[config.mk]
export PLATFORM = sky130hd
export DESIGN_NAME = pulse_period_meter
export DESIGN_NICKNAME = d
export VERILOG_FILES = /design/src/rtl/pulse_period_meter.sv
export SDC_FILE = /design/constraint.sdc
export NUM_CORES = 1
export LEC_CHECK = 0
export CORE_MARGIN = 1.5
export CORE_UTILIZATION = 30
export CTS_BUF_LIST = sky130_fd_sc_hd__clkbuf_4 sky130_fd_sc_hd__clkbuf_8
export CTS_CLUSTER_SIZE = 40
export DETAILED_ROUTE_END_ITERATION = 6
export PLACE_DENSITY = 0.52
export SKIP_LAST_GASP = 1
export SYNTH_ARGS = -nofsm -noshare
export SYNTH_HDL_FRONTEND = slang
export SYNTH_SLANG_ARGS = --single-unit
export TNS_END_PERCENT = 100
[constraint.sdc]
create_clock -name clk -period 3.95 [get_ports clk]
set_input_delay 0.5925 -clock clk [delete_from_list [all_inputs] [get_ports clk]]
set_output_delay 0.5925 -clock clk [all_outputs]
set_load 0.01 [all_outputs]
[src/rtl/pulse_period_meter.sv]
// pulse_period_meter: measures clk-cycle interval between event pulses and
// hands each result out over valid/ready; flags timeouts and dropped results.
// Ports: clk, rst_n (async, active-low), enable, pulse_in,
//        period_data/period_valid/period_ready (result handshake),
//        timeout, overrun (status), clr_status (sticky-flag clear).
// Optional macro PULSE_METER_STICKY_EN: timeout/overrun become sticky flags
// cleared by clr_status; otherwise they are one-cycle pulses.
module pulse_period_meter #(
    parameter int CNT_W   = 16,
    parameter int TIMEOUT = 1000
) (
    input  logic             clk,
    input  logic             rst_n,
    input  logic             enable,
    input  logic             pulse_in,
    output logic [CNT_W-1:0] period_data,
    output logic             period_valid,
    input  logic             period_ready,
    output logic             timeout,
    output logic             overrun,
    input  logic             clr_status
);

    typedef enum logic {
        IDLE,
        MEASURE
    } state_t;

    localparam logic [CNT_W-1:0] TMO = CNT_W'(TIMEOUT);
    localparam logic [CNT_W-1:0] ONE = CNT_W'(1);

    state_t           state;
    logic [CNT_W-1:0] cnt;
    logic             new_res;
    logic             tmo_evt;
    logic             ovr_evt;

    // A pulse closes an interval only while measuring; a pulse on the
    // timeout cycle still counts as a result rather than a timeout.
    always_comb begin
        new_res = 1'b0;
        tmo_evt = 1'b0;
        ovr_evt = 1'b0;
        if (state == MEASURE && enable) begin
            new_res = pulse_in;
            tmo_evt = !pulse_in && (cnt == TMO);
        end
        ovr_evt = new_res && period_valid && !period_ready;
    end

    always_ff @(posedge clk or negedge rst_n) begin
        if (!rst_n) begin
            state        <= IDLE;
            cnt          <= '0;
            period_data  <= '0;
            period_valid <= 1'b0;
            timeout      <= 1'b0;
            overrun      <= 1'b0;
        end else begin
            unique case (state)
                IDLE: begin
                    cnt <= '0;
                    if (enable && pulse_in) begin
                        state <= MEASURE;
                        cnt   <= ONE;
                    end
                end
                MEASURE: begin
                    if (!enable) begin
                        state <= IDLE;
                        cnt   <= '0;
                    end else if (pulse_in) begin
                        cnt <= ONE;
                    end else if (tmo_evt) begin
                        state <= IDLE;
                        cnt   <= '0;
                    end else begin
                        cnt <= cnt + ONE;
                    end
                end
                default: begin
                    state <= IDLE;
                    cnt   <= '0;
                end
            endcase

            // Output slot: a new result may replace one being accepted this
            // cycle; otherwise it is dropped while the old one is held.
            if (new_res && (!period_valid || period_ready)) begin
                period_data  <= cnt;
                period_valid <= 1'b1;
            end else if (period_valid && period_ready) begin
                period_valid <= 1'b0;
            end

`ifdef PULSE_METER_STICKY_EN
            if (clr_status) begin
                timeout <= 1'b0;
                overrun <= 1'b0;
            end else begin
                if (tmo_evt) timeout <= 1'b1;
                if (ovr_evt) overrun <= 1'b1;
            end
`else
            timeout <= tmo_evt;
            overrun <= ovr_evt;
`endif
        end
    end

`ifndef PULSE_METER_STICKY_EN
    logic unused_clr;
    assign unused_clr = clr_status;
`endif

endmodule

==> out/metrics.cfg <==
[run_status]
status = finished clean

[global_routing]
grtUsageTotal = 0.1097
antenna_found_initial = 0
grt_overflow_total = 0
grt_pass1_vias = 1021
grt_max_degree = 37
grt_pass1_wl_mm = 4.981

[pwr]
power.density_nw_per_um2 = 347.0
p_leak_nw = 0.8501
peakVddDrop_mv = 0.1824

[placed_design]
hpwl_mm = 1.991
routabilityCongestion = 0.7607
place_inst = 221
postPlaceCellArea_um2 = 1887
port_buffers = 23

[clock_tree]
worstSkewPairLatency_ns = 0.28
cts_resized = 0
root_buffer = clkbuf_8
cts.sinks = 36
holdBufCountCts = 0
clk_pin_slew_ns = 0.06
cts_buffer_depth = 2
numCtsBuffers = 5
cts-htree-levels = 2
cts_tree = done
post_cts_buffers = 0

[floorplan]
ioPinCount = 25
dieHeight_um = 76.07
core-area_um2 = 5140
start_util = 0.3116
die_w_um = 76.07
placementRows = 26
die_area_um2 = 5786

[setup_path]
start_kind = input port
end_kind = flop
required_ns = 4.12
arrival_ns = 2.01
critPathKind = in2reg
cp_max_fo = 16

[routing]
wl_per_cell_um = 12.25
wirelength_mm = 2.806
via_count = 1051
via_per_inst = 4.590
drc = 0
ant_nets = 0
drt_first_pass_iters = 4
drt_iter0_drc = 37

[synthesis]
yosysSeqAreaShare = 0.5625
synth_nets = 140
synthCells = 132
ys_ff_latch = 36
avgSynthCellArea_um2 = 12.13
yosys_warnings = 0
synth_area_leaders = dfrtp_1 (56%), mux2_2 (11%), xor2_1 (5.5%)
yosysTopAreaCell = dfrtp_1
synth_area_um2 = 1602
synth_cell_types = 30
synth_top_cell_area_share = 0.5625

[final_layout]
final_cell_area_um2 = 1984
antenna_cells = 0
post-route-util = 0.3861
final_common_cell = dfrtp_1
nFillCells = 538
layout_common_cells = dfrtp_1 (36), clkdlybuf4s50_1 (23), mux2_2 (16)
area_growth_syn_to_layout_pct = 23.91
layout-drive-gt1-share = 0.2013
nets = 166
finalNonFillerCells = 229

[sta]
setup_viol = 0
whs_ns = 0.5043
fin_crit_sh = 0.4677
hold_viol = 0
rsz0062_at_grt = false
fin_skew_ns = 0.002055
max-slew-margin-rel = 0.6995
period_needed_ns = 1.847
tightest_slew_ns = 0.4508
finalSetupTns_ns = 0
slew_violations = 0
fmax_mhz = 541.3

[job]
maxCapViolations = 0

[worst_hold_path]
hold_class = reg2reg

[critical path, stage by stage]
cell and delay, ns:
clkdlybuf4s50_1 0.54, nand3_1 0.14, nor2b_1 0.12, buf_4 0.25, mux2_2 0.36
[through the flow]
stage	setup slack, ns	power (mW)
detailed placement	1.795	0.4214
floorplan	2.333	0.3994
global placement	1.811	0.4207
finish	2.103	0.6886
global route	2.025	0.7199
CTS	2.098	0.7003
[kinds of logic after synthesis]
logic type | after synthesis | synth area share
AOI/OAI and AO/OA | 2 | 0.007031
and+or+nand+nor | 53 | 0.1891
DFF | 36 | 0.5625
muxes | 16 | 0.1125
adders and majority gates | 2 | 0.01562
xor gates and xnor gates | 14 | 0.07656
buffers and inverters | 9 | 0.03671
[layer usage]
layer	vias up	GRT usage	part of all wire
li1	502	-	-
met1	512	0.1445	0.49
met4	0	0.04444	0.014
met2	31	0.1685	0.45
met3	6	0.03353	0.047
met5	-	0	0
[Yosys cell counts]
cell type and count:
a21oi_1 1, a31oi_1 1, and2_0 1, and2_1 2
and4_1 1, and4_4 1, buf_2 2, buf_4 2
buf_6 1, clkdlybuf4s15_2 1, dfrtp_1 36, ha_1 2
inv_1 3, mux2_2 16, nand2_1 5, nand2_2 1
nand2b_1 1, nand3_1 5, nand4_1 8, nand4_2 1
nor2_1 15, nor2_2 2, nor2b_1 3, nor3_1 1
nor3b_1 1, nor4_1 2, nor4b_1 2, nor4b_2 1
xnor2_1 4, xor2_1 10
[area by class of cell]
cell class / instances / area, um2 / share of cell area
flip-flops and latches: 36 / 900.9 / 0.4540
clock buffers: 8 / 97.59 / 0.04918
well taps: 70 / 87.58 / 0.04414
repair buffers: 25 / 245.2 / 0.1236
inverters: 3 / 11.26 / 0.005675
multi-input cells: 87 / 641.9 / 0.3235
[report_power, final]
| group | leakage (nW) | switching (mW) | internal (mW) |
|---|---|---|---|
| combinational | 0.299 | 0.0191 | 0.0172 |
| sequential | 0.498 | 0.00393 | 0.374 |
| clock | 0.0523 | 0.119 | 0.156 |
[registers in the layout (all words and copies together), names as in the netlist]
signal / count
state: 1
period_data: 16
period_valid: 1
cnt: 16
overrun: 1
timeout: 1
[worst paths after layout]
path                                     start        endpoint  slack [ns]  cells after the start
worst max-delay path                  pulse_in  period_data[4]        2.10                      5
min in group asynchronous                rst_n  period_data[7]        0.73                      2
worst min-delay path            period_data[9]  period_data[9]        0.50                      1
worst max register to register          cnt[0]          cnt[6]        2.35                      6
max in group asynchronous                rst_n          cnt[5]        2.89                      2
worst min register to register  period_data[9]  period_data[9]        0.50                      1
No activity file was read; power rests on OpenSTA's default activity.
